==> src/rtl/cmd_issue_if.sv <==
// Scheduler -> issue queue -> DRAM command bus signal bundle.
// Optional statistics signals exist only when CMD_ISSUE_STATS_EN is defined.
interface cmd_issue_if #(
    parameter int unsigned DEPTH  = 8,
    parameter int unsigned CMD_W  = 4,
    parameter int unsigned ADDR_W = 14
);
    localparam int unsigned CNT_W = $clog2(DEPTH) + 1;

    logic                     sch_issue;
    logic [CMD_W+ADDR_W-1:0]  sch_out;
    logic                     isu_fifo_full;
    logic                     dram_cmd_valid;
    logic [CMD_W-1:0]         dram_cmd;
    logic [ADDR_W-1:0]        dram_addr;
    logic [CNT_W-1:0]         fifo_count;
`ifdef CMD_ISSUE_STATS_EN
    logic [15:0]              stat_issued;
    logic [15:0]              stat_full_drop;
`endif

    // Scheduler / bus-consumer side
    modport master (
        output sch_issue, sch_out,
        input  isu_fifo_full, dram_cmd_valid, dram_cmd, dram_addr, fifo_count
`ifdef CMD_ISSUE_STATS_EN
        , stat_issued, stat_full_drop
`endif
    );

    // Issue queue side
    modport slave (
        input  sch_issue, sch_out,
        output isu_fifo_full, dram_cmd_valid, dram_cmd, dram_addr, fifo_count
`ifdef CMD_ISSUE_STATS_EN
        , stat_issued, stat_full_drop
`endif
    );
endinterface

==> src/rtl/cmd_issue_queue.sv <==
// In-order issue FIFO between the bank scheduler and the DRAM command bus.
// Each popped command blocks the next pop for its minimum gap (tRCD/burst/tRP/tRFC).
// Optional macro CMD_ISSUE_STATS_EN adds saturating issued / full-drop counters.
module cmd_issue_queue #(
    parameter int unsigned DEPTH   = 8,
    parameter int unsigned CMD_W   = 4,
    parameter int unsigned ADDR_W  = 14,
    parameter int unsigned T_RCD   = 3,
    parameter int unsigned T_BURST = 4,
    parameter int unsigned T_RP    = 3,
    parameter int unsigned T_RFC   = 16
) (
    input  logic        clk,
    input  logic        rst_n,
    cmd_issue_if.slave  bus
);
    localparam int unsigned PTR_W  = $clog2(DEPTH);
    localparam int unsigned CNT_W  = PTR_W + 1;
    localparam int unsigned GAP_W  = $clog2(T_RFC + 1);
    localparam int unsigned WORD_W = CMD_W + ADDR_W;

    localparam logic [CMD_W-1:0] ATCMD_NOP       = CMD_W'(0);
    localparam logic [CMD_W-1:0] ATCMD_ACTIVE    = CMD_W'(1);
    localparam logic [CMD_W-1:0] ATCMD_READ      = CMD_W'(2);
    localparam logic [CMD_W-1:0] ATCMD_WRITE     = CMD_W'(3);
    localparam logic [CMD_W-1:0] ATCMD_RDA       = CMD_W'(4);
    localparam logic [CMD_W-1:0] ATCMD_WRA       = CMD_W'(5);
    localparam logic [CMD_W-1:0] ATCMD_PRECHARGE = CMD_W'(6);
    localparam logic [CMD_W-1:0] ATCMD_PREA      = CMD_W'(7);
    localparam logic [CMD_W-1:0] ATCMD_REFRESH   = CMD_W'(8);

    logic [WORD_W-1:0] r_mem [DEPTH];
    logic [PTR_W-1:0]  r_wr_ptr;
    logic [PTR_W-1:0]  r_rd_ptr;
    logic [CNT_W-1:0]  r_count;
    logic [GAP_W-1:0]  r_gap;
    logic              r_full;
    logic              r_valid;
    logic [CMD_W-1:0]  r_cmd;
    logic [ADDR_W-1:0] r_addr;

    logic              w_push;
    logic              w_pop;
    logic [CNT_W-1:0]  w_count_nxt;
    logic [WORD_W-1:0] w_head;
    logic [CMD_W-1:0]  w_head_cmd;
    logic [ADDR_W-1:0] w_head_addr;

    // Minimum spacing from a command to the next one on the bus
    function automatic int unsigned gap_of(input logic [CMD_W-1:0] c);
        case (c)
            ATCMD_ACTIVE:                                   return T_RCD;
            ATCMD_READ, ATCMD_WRITE, ATCMD_RDA, ATCMD_WRA:  return T_BURST;
            ATCMD_PRECHARGE, ATCMD_PREA:                    return T_RP;
            ATCMD_REFRESH:                                  return T_RFC;
            default:                                        return 1;
        endcase
    endfunction

    assign w_push      = bus.sch_issue && !r_full;
    assign w_pop       = (r_count != CNT_W'(0)) && (r_gap == GAP_W'(0));
    assign w_head      = r_mem[r_rd_ptr];
    assign w_head_cmd  = w_head[WORD_W-1:ADDR_W];
    assign w_head_addr = w_head[ADDR_W-1:0];

    // Next occupancy from push/pop combination
    always_comb begin
        w_count_nxt = r_count;
        case ({w_push, w_pop})
            2'b10:   w_count_nxt = r_count + CNT_W'(1);
            2'b01:   w_count_nxt = r_count - CNT_W'(1);
            default: w_count_nxt = r_count;
        endcase
    end

    // Entry storage; intentionally not cleared by reset
    always_ff @(posedge clk) begin
        if (w_push) begin
            r_mem[r_wr_ptr] <= bus.sch_out;
        end
    end

    // Pointers, occupancy, gap timer and registered bus outputs
    always_ff @(posedge clk or negedge rst_n) begin
        if (!rst_n) begin
            r_wr_ptr <= '0;
            r_rd_ptr <= '0;
            r_count  <= '0;
            r_full   <= 1'b0;
            r_gap    <= '0;
            r_valid  <= 1'b0;
            r_cmd    <= ATCMD_NOP;
            r_addr   <= '0;
        end else begin
            if (w_push) r_wr_ptr <= r_wr_ptr + PTR_W'(1);
            if (w_pop)  r_rd_ptr <= r_rd_ptr + PTR_W'(1);
            r_count <= w_count_nxt;
            r_full  <= (w_count_nxt == CNT_W'(DEPTH));
            if (w_pop) begin
                r_gap <= GAP_W'(gap_of(w_head_cmd) - 1);
            end else if (r_gap != GAP_W'(0)) begin
                r_gap <= r_gap - GAP_W'(1);
            end
            r_valid <= w_pop;
            r_cmd   <= w_pop ? w_head_cmd  : ATCMD_NOP;
            r_addr  <= w_pop ? w_head_addr : '0;
        end
    end

    assign bus.isu_fifo_full  = r_full;
    assign bus.dram_cmd_valid = r_valid;
    assign bus.dram_cmd       = r_cmd;
    assign bus.dram_addr      = r_addr;
    assign bus.fifo_count     = r_count;

`ifdef CMD_ISSUE_STATS_EN
    logic [15:0] r_stat_issued;
    logic [15:0] r_stat_full_drop;

    // Saturating counts of issued commands and pushes dropped while full
    always_ff @(posedge clk or negedge rst_n) begin
        if (!rst_n) begin
            r_stat_issued    <= '0;
            r_stat_full_drop <= '0;
        end else begin
            if (w_pop && (r_stat_issued != 16'hFFFF)) begin
                r_stat_issued <= r_stat_issued + 16'd1;
            end
            if (bus.sch_issue && r_full && (r_stat_full_drop != 16'hFFFF)) begin
                r_stat_full_drop <= r_stat_full_drop + 16'd1;
            end
        end
    end

    assign bus.stat_issued    = r_stat_issued;
    assign bus.stat_full_drop = r_stat_full_drop;
`endif
endmodule
==> src/flat_wrapper.sv <==
// flat-port wrapper written by rule: the top's interface ports become plain ports
module cmd_issue_queue_flat 
#(
    parameter int unsigned DEPTH   = 8,
    parameter int unsigned CMD_W   = 4,
    parameter int unsigned ADDR_W  = 14,
    parameter int unsigned T_RCD   = 3,
    parameter int unsigned T_BURST = 4,
    parameter int unsigned T_RP    = 3,
    parameter int unsigned T_RFC   = 16
)
  (clk, rst_n, bus_sch_issue, bus_sch_out, bus_isu_fifo_full, bus_dram_cmd_valid, bus_dram_cmd, bus_dram_addr, bus_fifo_count);
  cmd_issue_if #(.DEPTH(DEPTH), .CMD_W(CMD_W), .ADDR_W(ADDR_W)) bus_i ();
  input  logic clk;
  input  logic rst_n;
  input wire logic [$bits(bus_i.sch_issue)-1:0] bus_sch_issue;
  input wire logic [$bits(bus_i.sch_out)-1:0] bus_sch_out;
  output wire logic [$bits(bus_i.isu_fifo_full)-1:0] bus_isu_fifo_full;
  output wire logic [$bits(bus_i.dram_cmd_valid)-1:0] bus_dram_cmd_valid;
  output wire logic [$bits(bus_i.dram_cmd)-1:0] bus_dram_cmd;
  output wire logic [$bits(bus_i.dram_addr)-1:0] bus_dram_addr;
  output wire logic [$bits(bus_i.fifo_count)-1:0] bus_fifo_count;
  assign bus_i.sch_issue = bus_sch_issue;
  assign bus_i.sch_out = bus_sch_out;
  assign bus_isu_fifo_full = bus_i.isu_fifo_full;
  assign bus_dram_cmd_valid = bus_i.dram_cmd_valid;
  assign bus_dram_cmd = bus_i.dram_cmd;
  assign bus_dram_addr = bus_i.dram_addr;
  assign bus_fifo_count = bus_i.fifo_count;
  cmd_issue_queue #(.DEPTH(DEPTH), .CMD_W(CMD_W), .ADDR_W(ADDR_W), .T_RCD(T_RCD), .T_BURST(T_BURST), .T_RP(T_RP), .T_RFC(T_RFC)) u_core (.clk(clk), .rst_n(rst_n), .bus(bus_i));
endmodule
==> config.mk <==
export PLATFORM = sky130hd
export DESIGN_NAME = cmd_issue_queue_flat
export DESIGN_NICKNAME = d
export VERILOG_FILES = /design/src/rtl/cmd_issue_if.sv /design/src/rtl/cmd_issue_queue.sv /design/src/flat_wrapper.sv
export SDC_FILE = /design/constraint.sdc
export NUM_CORES = 1
export LEC_CHECK = 0
export BUFFER_PORTS_ARGS = -buffer_cell sky130_fd_sc_hd__buf_2
export CORE_AREA = 5 5 117 119
export CTS_BUF_LIST = sky130_fd_sc_hd__clkbuf_4
export DETAILED_ROUTE_END_ITERATION = 7
export DIE_AREA = 0 0 122 124
export PLACE_DENSITY_LB_ADDON = 0.05
export RECOVER_POWER = 25
export SETUP_SLACK_MARGIN = 0.4
export SYNTH_ARGS = -nofsm -noshare
export SYNTH_HDL_FRONTEND = slang
export SYNTH_SLANG_ARGS = --single-unit
==> constraint.sdc <==
create_clock -name clk -period 2.6 [get_ports clk]
set_input_delay 0.52 -clock clk [delete_from_list [all_inputs] [get_ports clk]]
set_output_delay 0.52 -clock clk [all_outputs]
set_load 0.03 [all_outputs]
After elaboration in Yosys (flattened, before gate mapping)

Memories as Yosys holds them, arrays and structs flattened.
Index checks and enable logic that the tools add are counted.
W data, S select, Z words.

Multiplexer cells: 8
Reductions and logical operators: 7
Add/subtract/negate cells: 6
Equality and inequality tests: 3

Operator list:

| kind                  | number |
|---|---|
| $mux W5               | 3 |
| $mux W14              | 1 |
| $sub A5 B1 Y5 const B | 2 |
| $pmux W4 S2           | 1 |
| $add A3 B1 Y3 const B | 2 |
| $logic_not A5 Y1      | 1 |
| $reduce_bool A5 Y1    | 1 |
| $add A4 B1 Y4 const B | 1 |
| $eq A4 B4 Y1 const B  | 1 |
| $mux W4               | 1 |
| $reduce_bool A4 Y1    | 1 |
| $sub A4 B1 Y4 const B | 1 |
| $eq A2 B1 Y1 const B  | 1 |
| $eq A2 B2 Y1 const B  | 1 |
| $logic_and A1 B1 Y1   | 2 |
| $mux W1               | 2 |
| $reduce_bool A2 Y1    | 1 |
| $logic_not A1 Y1      | 1 |

Bits in registers: 35
ROM bits: 64
RAM bits: 144
Logic and storage cells: 34
Output and inout bits: 24
Memories kept: 2

Memory list:

| name             | words | width | rd ports | clocked after Yosys merged registers in | write ports | RTL line              | text |
|---|---|---|---|---|---|---|---|
| u_core.r_mem     | 8     | 18    | 1        | 0                                       | 1           | cmd_issue_queue.sv:32 | `logic [WORD_W-1:0] r_mem [DEPTH];` |
| (name not given) | 16    | 4     | 1        | 0                                       | 0           | cmd_issue_queue.sv:51 | `case (c)` |

Longest topological paths before layout

Gate-level depths: netlist of run 1.

Depth after elaboration: 5
Mapped depth: 12

Least setup slack after synthesis of run 1

Ideal clock, no wire load.

Path type: register to register
From: register u_core.r_count[1], in the netlist u_core.bus.fifo_count[1]
To: register u_core.r_full, in the netlist u_core.bus.isu_fifo_full
Stages on the path, launching flop included: 12
Buffers on the path: 0
Data arrival time: 2.872 ns
Required time: 2.495 ns
Setup time: 0.105 ns
Path slack: -0.377 ns
Period minus slack after synthesis: 2.977 ns
Path through: dfrtp_1 or4_1 nand3_1 inv_2 ha_1 xor2_1 ha_1 a21oi_1 xor2_1 nor2_1 xor2_1 nor4b_1

Longest elaborated chain between the ends: 5
Elaborated cells between the ends (all ways): 8
Classes of those cells: 2 x add/sub; 3 x eq/ne; 1 x mux; 2 x reduce/logical

Ends and longest elaborated chain:

| what                                                | RTL line              | text |
|---|---|---|
| start, declared                                     | cmd_issue_queue.sv:35 | `logic [CNT_W-1:0] r_count;` |
| start signal, assigned                              | cmd_issue_queue.sv:97 | `r_count <= w_count_nxt;` |
| $reduce_bool A4 Y1 *                                | cmd_issue_queue.sv:61 | `assign w_pop = (r_count != CNT_W'(0)) && (r_gap == GAP_W'(0));` |
| $logic_and A1 B1 Y1 *                               | cmd_issue_queue.sv:61 |  |
| net u_core.w_pop                                    | cmd_issue_queue.sv:43 | `logic w_pop;` |
| $eq A2 B1 Y1 / $eq A2 B2 Y1 (equally long branches) | cmd_issue_queue.sv:69 | `case ({w_push, w_pop})` |
| $pmux W4 S2 *                                       | cmd_issue_queue.sv:69 |  |
| net u_core.w_count_nxt[2]                           | cmd_issue_queue.sv:44 | `logic [CNT_W-1:0] w_count_nxt;` |
| $eq A4 B4 Y1 *                                      | cmd_issue_queue.sv:98 | `r_full <= (w_count_nxt == CNT_W'(DEPTH));` |
| end signal, assigned                                | cmd_issue_queue.sv:98 |  |
| end, declared                                       | cmd_issue_queue.sv:37 | `logic r_full;` |

Mark *: on every way through the listed nets, which the timed path passes. The rest lies on a longest branch.
A chain may end at the register's enable or synchronous reset.

Final worst setup path of run 1

From: register u_core.r_rd_ptr[0]
To: register u_core.r_gap[4]

Longest elaborated chain between the ends: 5

Ends and longest elaborated chain:

| what                   | RTL line               | text |
|---|---|---|
| start, declared        | cmd_issue_queue.sv:34  | `logic [PTR_W-1:0] r_rd_ptr;` |
| start signal, assigned | cmd_issue_queue.sv:96  | `if (w_pop) r_rd_ptr <= r_rd_ptr + PTR_W'(1);` |
| $mem_v2 Z8 W18         | -                      |  |
| $mem_v2 Z16 W4         | -                      |  |
| $mux W5                | cmd_issue_queue.sv:99  | `if (w_pop) begin` |
| $sub A5 B1 Y5          | cmd_issue_queue.sv:100 | `r_gap <= GAP_W'(gap_of(w_head_cmd) - 1);` |
| $mux W5                | cmd_issue_queue.sv:99  |  |
| end signal, assigned   | cmd_issue_queue.sv:100 |  |
| end signal, assigned   | cmd_issue_queue.sv:102 | `r_gap <= r_gap - GAP_W'(1);` |
| end, declared          | cmd_issue_queue.sv:36  | `logic [GAP_W-1:0] r_gap;` |

Every way passes these cells. The select of a mux whose other input is x is not followed.

==> results of run 1 <==
## per-stage QoR
step / std cells / instance area (um^2) / setup slack (ns) / hold slack (ns)
after floorplan: 342 / 6928 / 0.02320 / 0.2244
after CTS: 616 / 7893 / 0.1112 / 0.1824
after detailed placement: 574 / 7548 / 0.07203 / 0.4873
final: 622 / 7993 / 0.1438 / 0.2589
after global routing: 622 / 7993 / 0.04250 / 0.2212
after global placement: 574 / 7548 / 0.1297 / 0.4865
## routing by layer
metal	GRT usage, %	vias up	part of all wire (%)
li1	-	1540	-
met4	6.723	0	1.6
met2	31.66	87	53
met5	0	-	0
met1	24.15	1788	42
met3	4.269	18	4.0
## state kept, by name, indices dropped and copies added (netlist names)
name / flops
u_core.bus.isu_fifo_full: 1
u_core.r_wr_ptr: 3
u_core.bus.dram_cmd: 4
u_core.r_rd_ptr: 3
u_core.bus.dram_addr: 14
u_core.bus.fifo_count: 4
u_core.r_mem: 144
u_core.bus.dram_cmd_valid: 1
u_core.r_gap: 5
## Yosys cell counts (5+ instances only)
cell type / count / area (um^2)
mux2i_1: 15 / 150.1
xnor2_1: 7 / 61.31
buf_2: 5 / 25.02
edfxtp_1: 144 / 4324
dfrtp_1: 35 / 875.8
nand2_1: 11 / 41.29
nor2_1: 30 / 112.6
mux2_2: 5 / 56.30
a21oi_1: 5 / 25.02
mux4_2: 36 / 810.8
ha_1: 6 / 75.07
xor2_1: 6 / 52.55
nor3_1: 7 / 35.03
## layout make-up
cell class,count,area (um^2),share of cell area (%)
Clock buffer,18,135.1,1.691
Timing Repair Buffer,87,574.3,7.185
Multi-Input combinational cell,149,1725,21.59
Inverter,2,12.51,0.1565
Tap cell,172,215.2,2.693
Clock inverter,14,120.1,1.503
Antenna cell,1,2.502,0.03131
Sequential cell,179,5207,65.15
## where the power goes
group | internal [mW] | leakage [nW] | switching [mW] | total [mW]
Sequential | 3.64 | 1.76 | 0.248 | 3.88
Combinational | 1.40 | 0.929 | 1.47 | 2.87
Clock | 0.556 | 0.136 | 0.854 | 1.41
Total | 5.59 | 2.82 | 2.58 | 8.17
## final timing paths
path	startpoint	endpoint	slack, ns	depth (start not counted)
max	u_core.r_rd_ptr[0]	u_core.r_gap[4]	0.14	10
min	bus_sch_out[3]	u_core.r_mem[6][3]	0.26	1
max reg2reg	u_core.r_rd_ptr[0]	u_core.r_gap[4]	0.14	10
min reg2reg	u_core.r_gap[3]	u_core.r_gap[3]	0.50	1
max in group asynchronous	rst_n	u_core.r_rd_ptr[2]	1.48	3
min in group asynchronous	rst_n	u_core.bus.dram_addr[2]	0.44	2
## critical path, cell delays in order, from the launching register on
cell and delay, ns:
dfrtp_2 0.44, buf_6 0.11, mux4_2 0.47, mux2_4 0.31, o41ai_2 0.27, o21ba_4 0.21
nor2_4 0.10, ha_4 0.14, o211ai_1 0.09, xnor2_1 0.16, nor2_1 0.06
## timing repair
action                                  4_1_cts  5_1_grt
endpoints found under the setup margin        6        9
hold endpoints to repair                     18        0
setup buffers                                 9        5
gates resized for setup                       5       14
hold buffers                                  1        0
pin swaps                                     9        5
## logic make-up (layout without fill, tap and decap cells)
family	Yosys count	in the layout
other	0	1
buffers and inverters	14	121
flip-flops	179	179
AND/OR/NAND/NOR	61	61
adder cells (fa/ha/maj)	6	6
AO/OA/AOI/OAI	12	12
multiplexers	57	57
XOR/XNOR	13	13
==> flow_summary.toml, run 1 <==
[synthesis]
synth_nets = 369
synthMuxAreaShare_pct = 15.04
synth_cell_types = 33
syn_inst = 342
yosys.area_share.simple_pct = 4.156
async_flop_share_pct = 19.55
synth_fa_ha_area_share_pct = 1.094
ys_warn_count = 0
synth_enable_flop_cells = 144
synth-xor-area-share_pct = 1.659
syn_area_mm2 = 0.006864
synth_compound_area_share_pct = 1.221
synth-main-ff-cell = "edfxtp_1"
avgSynthCellArea_um2 = 20.07
synth_top_family_by_area = "multiplexers"
seq_area_frac_synth_pct = 75.76
ys_seq_elements = 179

[sta]
fin_crit_ns = 2.456
tightest_slew_ns = 0.4970
hold_viol_final = 0
clock.fmax_mhz = 407.1
fin_tns_setup_ns = 0
setup_viol = 0
drv_slew = 0
fin_crit_sh_pct = 94.47
rsz0062_at_grt = "yes"
slew-limit-headroom_pct = 66.78
clock_skew_ns = 0.01432

[cells_and_area]
final_cell_mix = "edfxtp_1, mux4_2, buf_4, dfrtp_1, buf_2"
final_common_cell = "edfxtp_1"
fin_util_pct = 64.12
drive_above_1_share_pct = 37.42
layout.nets = 463
area_delta_synth_final_pct = 16.44
fillers = 921

[place]
portBuffers = 44
dp_hpwl_mm = 7.898
gp_congestion = 0.8046

[clock_tree]
cts_max_level = 4
worst_skew_pair.late_latency_ns = 0.55
clock_sinks = 179
cts_tree = "yes"
numCtsBuffers = 17
clockBufferDepth = 2
clk_pin_slew_ns = 0.13
cts-root-buf = "clkbuf_4"

[power]
power_density_mw_per_mm2 = 1022
leakagePower_nw = 2.822
ir_drop_mv = 0.4336
total_power_mw = 8.167

[routing]
dr.pass1.iters = 4
drc = 0
routedWlPerCell_um = 20.72
vias = 3433
via_per_inst = 5.519
wirelength_mm = 12.89
ant_nets = 0
initialDrtViolationCount = 222

[grt]
grt_first_pass_wirelength_mm = 20.11
grt_pass1_vias = 3565
overflow = 0
track_usage_pct = 18.74
antenna_found_initial = 1
grt_max_degree = 23

[worst_setup_path]
cp.arrival_ns = 2.88
worstSetupEndpointType = "register"
required_ns = 3.03
crit_fanout = 4
worst-setup-path-type = "register to register"
worstSetupStartpointType = "register"

[die]
die-height_um = 124
row_count = 41
die_x_um = 122
dieArea_mm2 = 0.01513
start_util_pct = 55.06
core-area_mm2 = 0.01247
ios = 45

[status]
status = "completed"

[hold_path]
holdCritPathClass = "input port to register"

[flow_run]
cap_violations = 0
No activity file was read; power rests on OpenSTA's default activity.
==> run 2, diff against run 1 <==
SETUP_SLACK_MARGIN = 0.1   (was 0.4)
==> flow_summary.toml, run 2 (synthesized netlist as in run 1, its figures left out) <==
[routing]
via_per_inst = 5.452
drc = 0
vias = 3391
routedWlPerCell_um = 20.26
ant_nets = 0
wirelength_mm = 12.60
initialDrtViolationCount = 171
dr.pass1.iters = 4

[hold_path]
holdCritPathClass = "input port to register"
hold_start = "bus_sch_out[15]"
min_path_cells = 1
holdPathEnd = "u_core.r_mem[5][15]"

[worst_setup_path]
cp.arrival_ns = 2.95
cp_top_family = "simple AND/OR/NAND/NOR gates"
critical_path.cell_chain = "or4_4 > nand3_4 > inv_2 > ha_2 > xor2_1 > ha_2 > a21oi_2 > xor2_1 > nor2_1 > xor2_1 > nor4b_1"
slowest_delay_ns = 0.56
reg2regPathDepth = 11
crit_fanout = 2
cp_common_cell = "xor2_1"
worstSetupEndpointType = "register"
required_ns = 3.06
r2r_slack_ns = 0.10
r2r-start = "u_core.bus.fifo_count[2]"
worstSetupStartpointType = "register"
slowest_stage = "or4_4"
critPathBufInv = 1
worst-setup-path-type = "register to register"
worstReg2RegEnd = "u_core.bus.isu_fifo_full"

[cells_and_area]
fillers = 903
final_common_cell = "edfxtp_1"
largest_reg_flops = 144
drive_above_1_share_pct = 39.20
final_cell_mix = "edfxtp_1, buf_4, mux4_2, buf_2, dfrtp_1"
layout.nets = 463
area_delta_synth_final_pct = 15.88
top_register = "u_core.r_mem"

[clock_tree]
clk_pin_slew_ns = 0.14
cts_tree = "yes"
clock_sinks = 179
clockBufferDepth = 2
numCtsBuffers = 17
cts-root-buf = "clkbuf_4"
cts_max_level = 4
worst_skew_pair.late_latency_ns = 0.56

[die]
row_count = 41
dieArea_mm2 = 0.01513
die_x_um = 122
die-height_um = 124
ios = 45
core-area_mm2 = 0.01247
start_util_pct = 55.06

[grt]
grt_max_degree = 23
antenna_found_initial = 1
track_usage_pct = 18.25
grt_first_pass_wirelength_mm = 19.57
grt_pass1_vias = 3526
overflow = 0

[sta]
fin_crit_ns = 2.496
tightest_slew_ns = 0.4590
hold_viol_final = 0
rsz0062_at_grt = "yes"
slew-limit-headroom_pct = 69.40
clock_skew_ns = 0.02645
clock.fmax_mhz = 400.6
drv_slew = 0
fin_crit_sh_pct = 96.00
setup_viol = 0
fin_tns_setup_ns = 0
whs_ns = 0.2481

[power]
power_density_mw_per_mm2 = 1026
ir_drop_mv = 0.5687
leakagePower_nw = 2.826

[flow_run]
cap_violations = 0

[place]
dp_hpwl_mm = 7.937
portBuffers = 44
gp_congestion = 0.7803

[status]
status = "completed"
==> run 2: layer usage <==
metal | vias to the layer above | routed length (um) | track usage [%]
li1 | 1545 | - | -
met1 | 1752 | 5300 | 23.57
met2 | 80 | 6408 | 30.42
met3 | 14 | 724 | 4.905
met4 | 0 | 169 | 6.162
met5 | - | 0 | 0
==> run 2: worst reg2reg max path, cell delays in order, from the launching register on <==
cell and delay [ns]:
dfrtp_2 0.42, or4_4 0.56, nand3_4 0.08, inv_2 0.04, ha_2 0.18, xor2_1 0.16
ha_2 0.17, a21oi_2 0.13, xor2_1 0.15, nor2_1 0.07, xor2_1 0.15, nor4b_1 0.29
==> run 2: worst max path at each step <==
stage | startpoint | end | slack (ns) | depth (start not counted)
floorplan | u_core.bus.fifo_count[2] | u_core.bus.isu_fifo_full | -0.07 | 11
global placement | u_core.bus.fifo_count[2] | u_core.bus.isu_fifo_full | 0.11 | 11
detailed placement | u_core.r_rd_ptr[2] | u_core.r_gap[2] | 0.08 | 10
CTS | u_core.r_rd_ptr[0] | u_core.r_gap[2] | 0.1 | 9
global route | u_core.r_rd_ptr[0] | u_core.r_gap[4] | -0.04 | 9
finish | u_core.bus.fifo_count[2] | u_core.bus.isu_fifo_full | 0.10 | 11
==> run 2: timing repair <==
item,in CTS,in global routing
resized for setup,3,15
endpoints found under the setup margin,3,3
setup buffers,1,2
hold buffers,1,0
endpoints found under the hold margin,11,0
pin swaps,2,6
==> run 2: stage by stage <==
stage | cells | instance area (um^2) | worst slack [ns] | utilization (%) | power, mW
6_report | 622 | 7954 | 0.1040 | 63.81 | 8.158
5_1_grt | 622 | 7954 | -0.03572 | 63.81 | 8.644
4_1_cts | 619 | 7886 | 0.09995 | 63.26 | 8.118
3_3_place_gp | 585 | 7587 | 0.1139 | 60.87 | 6.576
3_5_place_dp | 585 | 7587 | 0.07943 | 60.87 | 6.635
2_1_floorplan | 342 | 6897 | -0.07086 | - | 5.743
==> run 2: final cells by class <==
type,count,area [um^2],area share (%)
Clock inverter,15,145.1,1.825
Tap cell,172,215.2,2.706
Inverter,2,7.507,0.09438
Antenna cell,1,2.502,0.03146
Clock buffer,17,127.6,1.605
Multi-Input combinational cell,149,1705,21.44
Timing Repair Buffer,87,543.0,6.827
Sequential cell,179,5207,65.47
==> run 2: where the power goes <==
group | switching, mW | total, mW | internal [mW]
registers | 0.248 | 3.88 | 3.63
clock network | 0.970 | 1.47 | 0.502
logic | 1.44 | 2.80 | 1.36
total | 2.66 | 8.16 | 5.50
==> run 3, diff against run 2 <==
CORE_AREA = 4 4 116 118   (was 5 5 117 119)
DIE_AREA = 0 0 120 122   (was 0 0 122 124)
==> flow_summary.toml, run 3 (synthesized netlist as in run 1, its figures left out) <==
[status]
status = "completed"

[cells_and_area]
antenna_cells = 0
final_cell_count_no_fill = 612
layout.nets = 454
final_common_cell = "edfxtp_1"
final_area_mm2 = 0.007879
top_register = "u_core.r_mem"
drive_above_1_share_pct = 36.82
fillers = 890
largest_reg_flops = 144
final_cell_mix = "edfxtp_1, mux4_2, buf_4, dfrtp_1, buf_2"
seqCellArea_mm2 = 0.005206
area_delta_synth_final_pct = 14.78
multiInputGateArea_mm2 = 0.001694

[sta]
tightest_slew_ns = 0.8732
fin_crit_sh_pct = 95.30
clock_skew_ns = 0.02099
whs_ns = 0.06739
clock.fmax_mhz = 403.6
slew-limit-headroom_pct = 41.78
fin_crit_ns = 2.478
setup_viol = 0
hold_viol_final = 0
rsz0062_at_grt = "yes"
drv_slew = 0

[die]
die_x_um = 120
dieArea_mm2 = 0.01464
start_util_pct = 55.06
row_count = 41
core-area_mm2 = 0.01247
ios = 45
die-height_um = 122

[routing]
routedWlPerCell_um = 20.14
dr_wl_met2_mm = 6.084
vias = 3310
drt-met1-wl_mm = 5.463
drc = 0
initialDrtViolationCount = 278
ant_nets = 0
dr.pass1.iters = 4
top_layer = "met4"
via_per_inst = 5.408
wl_met3_um = 642
wirelength_mm = 12.33

[clock_tree]
clockBufferDepth = 2
clock_sinks = 179
hold_buffers = 0
worst_skew_pair.late_latency_ns = 0.55
numCtsBuffers = 17
cts_tree = "yes"
cts-root-buf = "clkbuf_4"
cts_max_level = 4
clk_pin_slew_ns = 0.15

[power]
total_power_mw = 8.064
power_density_mw_per_mm2 = 1023
ir_drop_mv = 0.7252
leakagePower_nw = 2.776

[grt]
grt_max_degree = 36
grt_first_pass_wirelength_mm = 19.79
overflow = 0
grt_pass1_vias = 3473
antenna_found_initial = 0
track_usage_pct = 18.81

[flow_run]
cap_violations = 0

[place]
gp_congestion = 0.8001
dpl.cell_count = 577
dp_hpwl_mm = 7.680
place_area_mm2 = 0.007552
portBuffers = 44

[hold_path]
holdCritPathClass = "input port to asynchronous set/reset pin"

[worst_setup_path]
cp.arrival_ns = 2.92
worstSetupEndpointType = "register"
required_ns = 3.04
crit_fanout = 7
worst-setup-path-type = "register to register"
worstSetupStartpointType = "register"
run 3: cell types whose count changed in the layout (fill, tap and decap cells not counted), moves of 2 or more:
cell	previous run	this run
clkinv_4	3	1
buf_12	1	3
xnor2_1	5	7
xnor2_2	2	0
clkbuf_4	17	20
buf_4	40	30
inv_8	3	1
run 3: power by group:
part           switching, mW  internal, mW  total [mW]
registers              0.226          3.63        3.86
logic                   1.46          1.32        2.77
clock network          0.917         0.512        1.43
run 3: worst paths after layout:
| path | end | from | slack, ns | cells after the start |
|---|---|---|---|---|
| worst max-delay path | u_core.r_gap[4] | u_core.r_rd_ptr[0] | 0.12 | 9 |
| worst min-delay path | u_core.bus.dram_addr[12] | rst_n | 0.07 | 1 |
| worst max register to register | u_core.r_gap[4] | u_core.r_rd_ptr[0] | 0.12 | 9 |
| worst min register to register | u_core.r_gap[3] | u_core.r_gap[3] | 0.52 | 1 |
| max in group asynchronous | u_core.bus.fifo_count[0] | rst_n | 1.92 | 1 |
| min in group clk | u_core.r_mem[5][16] | bus_sch_out[16] | 0.24 | 1 |
run 3: cell type report:
cell class | count | share of cell area [%]
clock inverter | 12 | 1.366
inverter | 2 | 0.09528
tap | 172 | 2.731
timing repair buffer | 78 | 6.320
multi-input combinational | 149 | 21.50
clock buffer | 20 | 1.906
sequential | 179 | 66.08
run 3: per-layer routing:
metal	up-vias	GRT usage [%]
met5	-	0
met4	0	6.156
met3	8	4.968
met2	80	29.19
met1	1702	26.44
li1	1520	-
run 3: timing repair:
action | 4_1_cts | 5_1_grt
buffers inserted | 0 | 3
endpoints found under the setup margin | 2 | 4
gates cloned | 0 | 0
resized for setup | 7 | 7
pin swaps | 1 | 6
run 3: critical path, stage by stage (launching register included):
cell and delay (ns):
dfrtp_2 0.48, mux4_2 0.51, mux2_4 0.31, o41ai_4 0.28, o21ba_4 0.20, nor2_2 0.08, ha_2 0.19, o211ai_1 0.10
xnor2_1 0.16, nor2_1 0.05
run 3: per-stage QoR:
stage / utilization (%) / TNS [ns] / setup WS, ns
floorplan: - / -0.07086 / -0.07086
global placement: 60.58 / 0 / 0.1228
detailed placement: 60.58 / 0 / 0.03750
CTS: 62.87 / 0 / 0.09973
global route: 63.20 / -0.04354 / -0.04354
finish: 63.20 / 0 / 0.1221
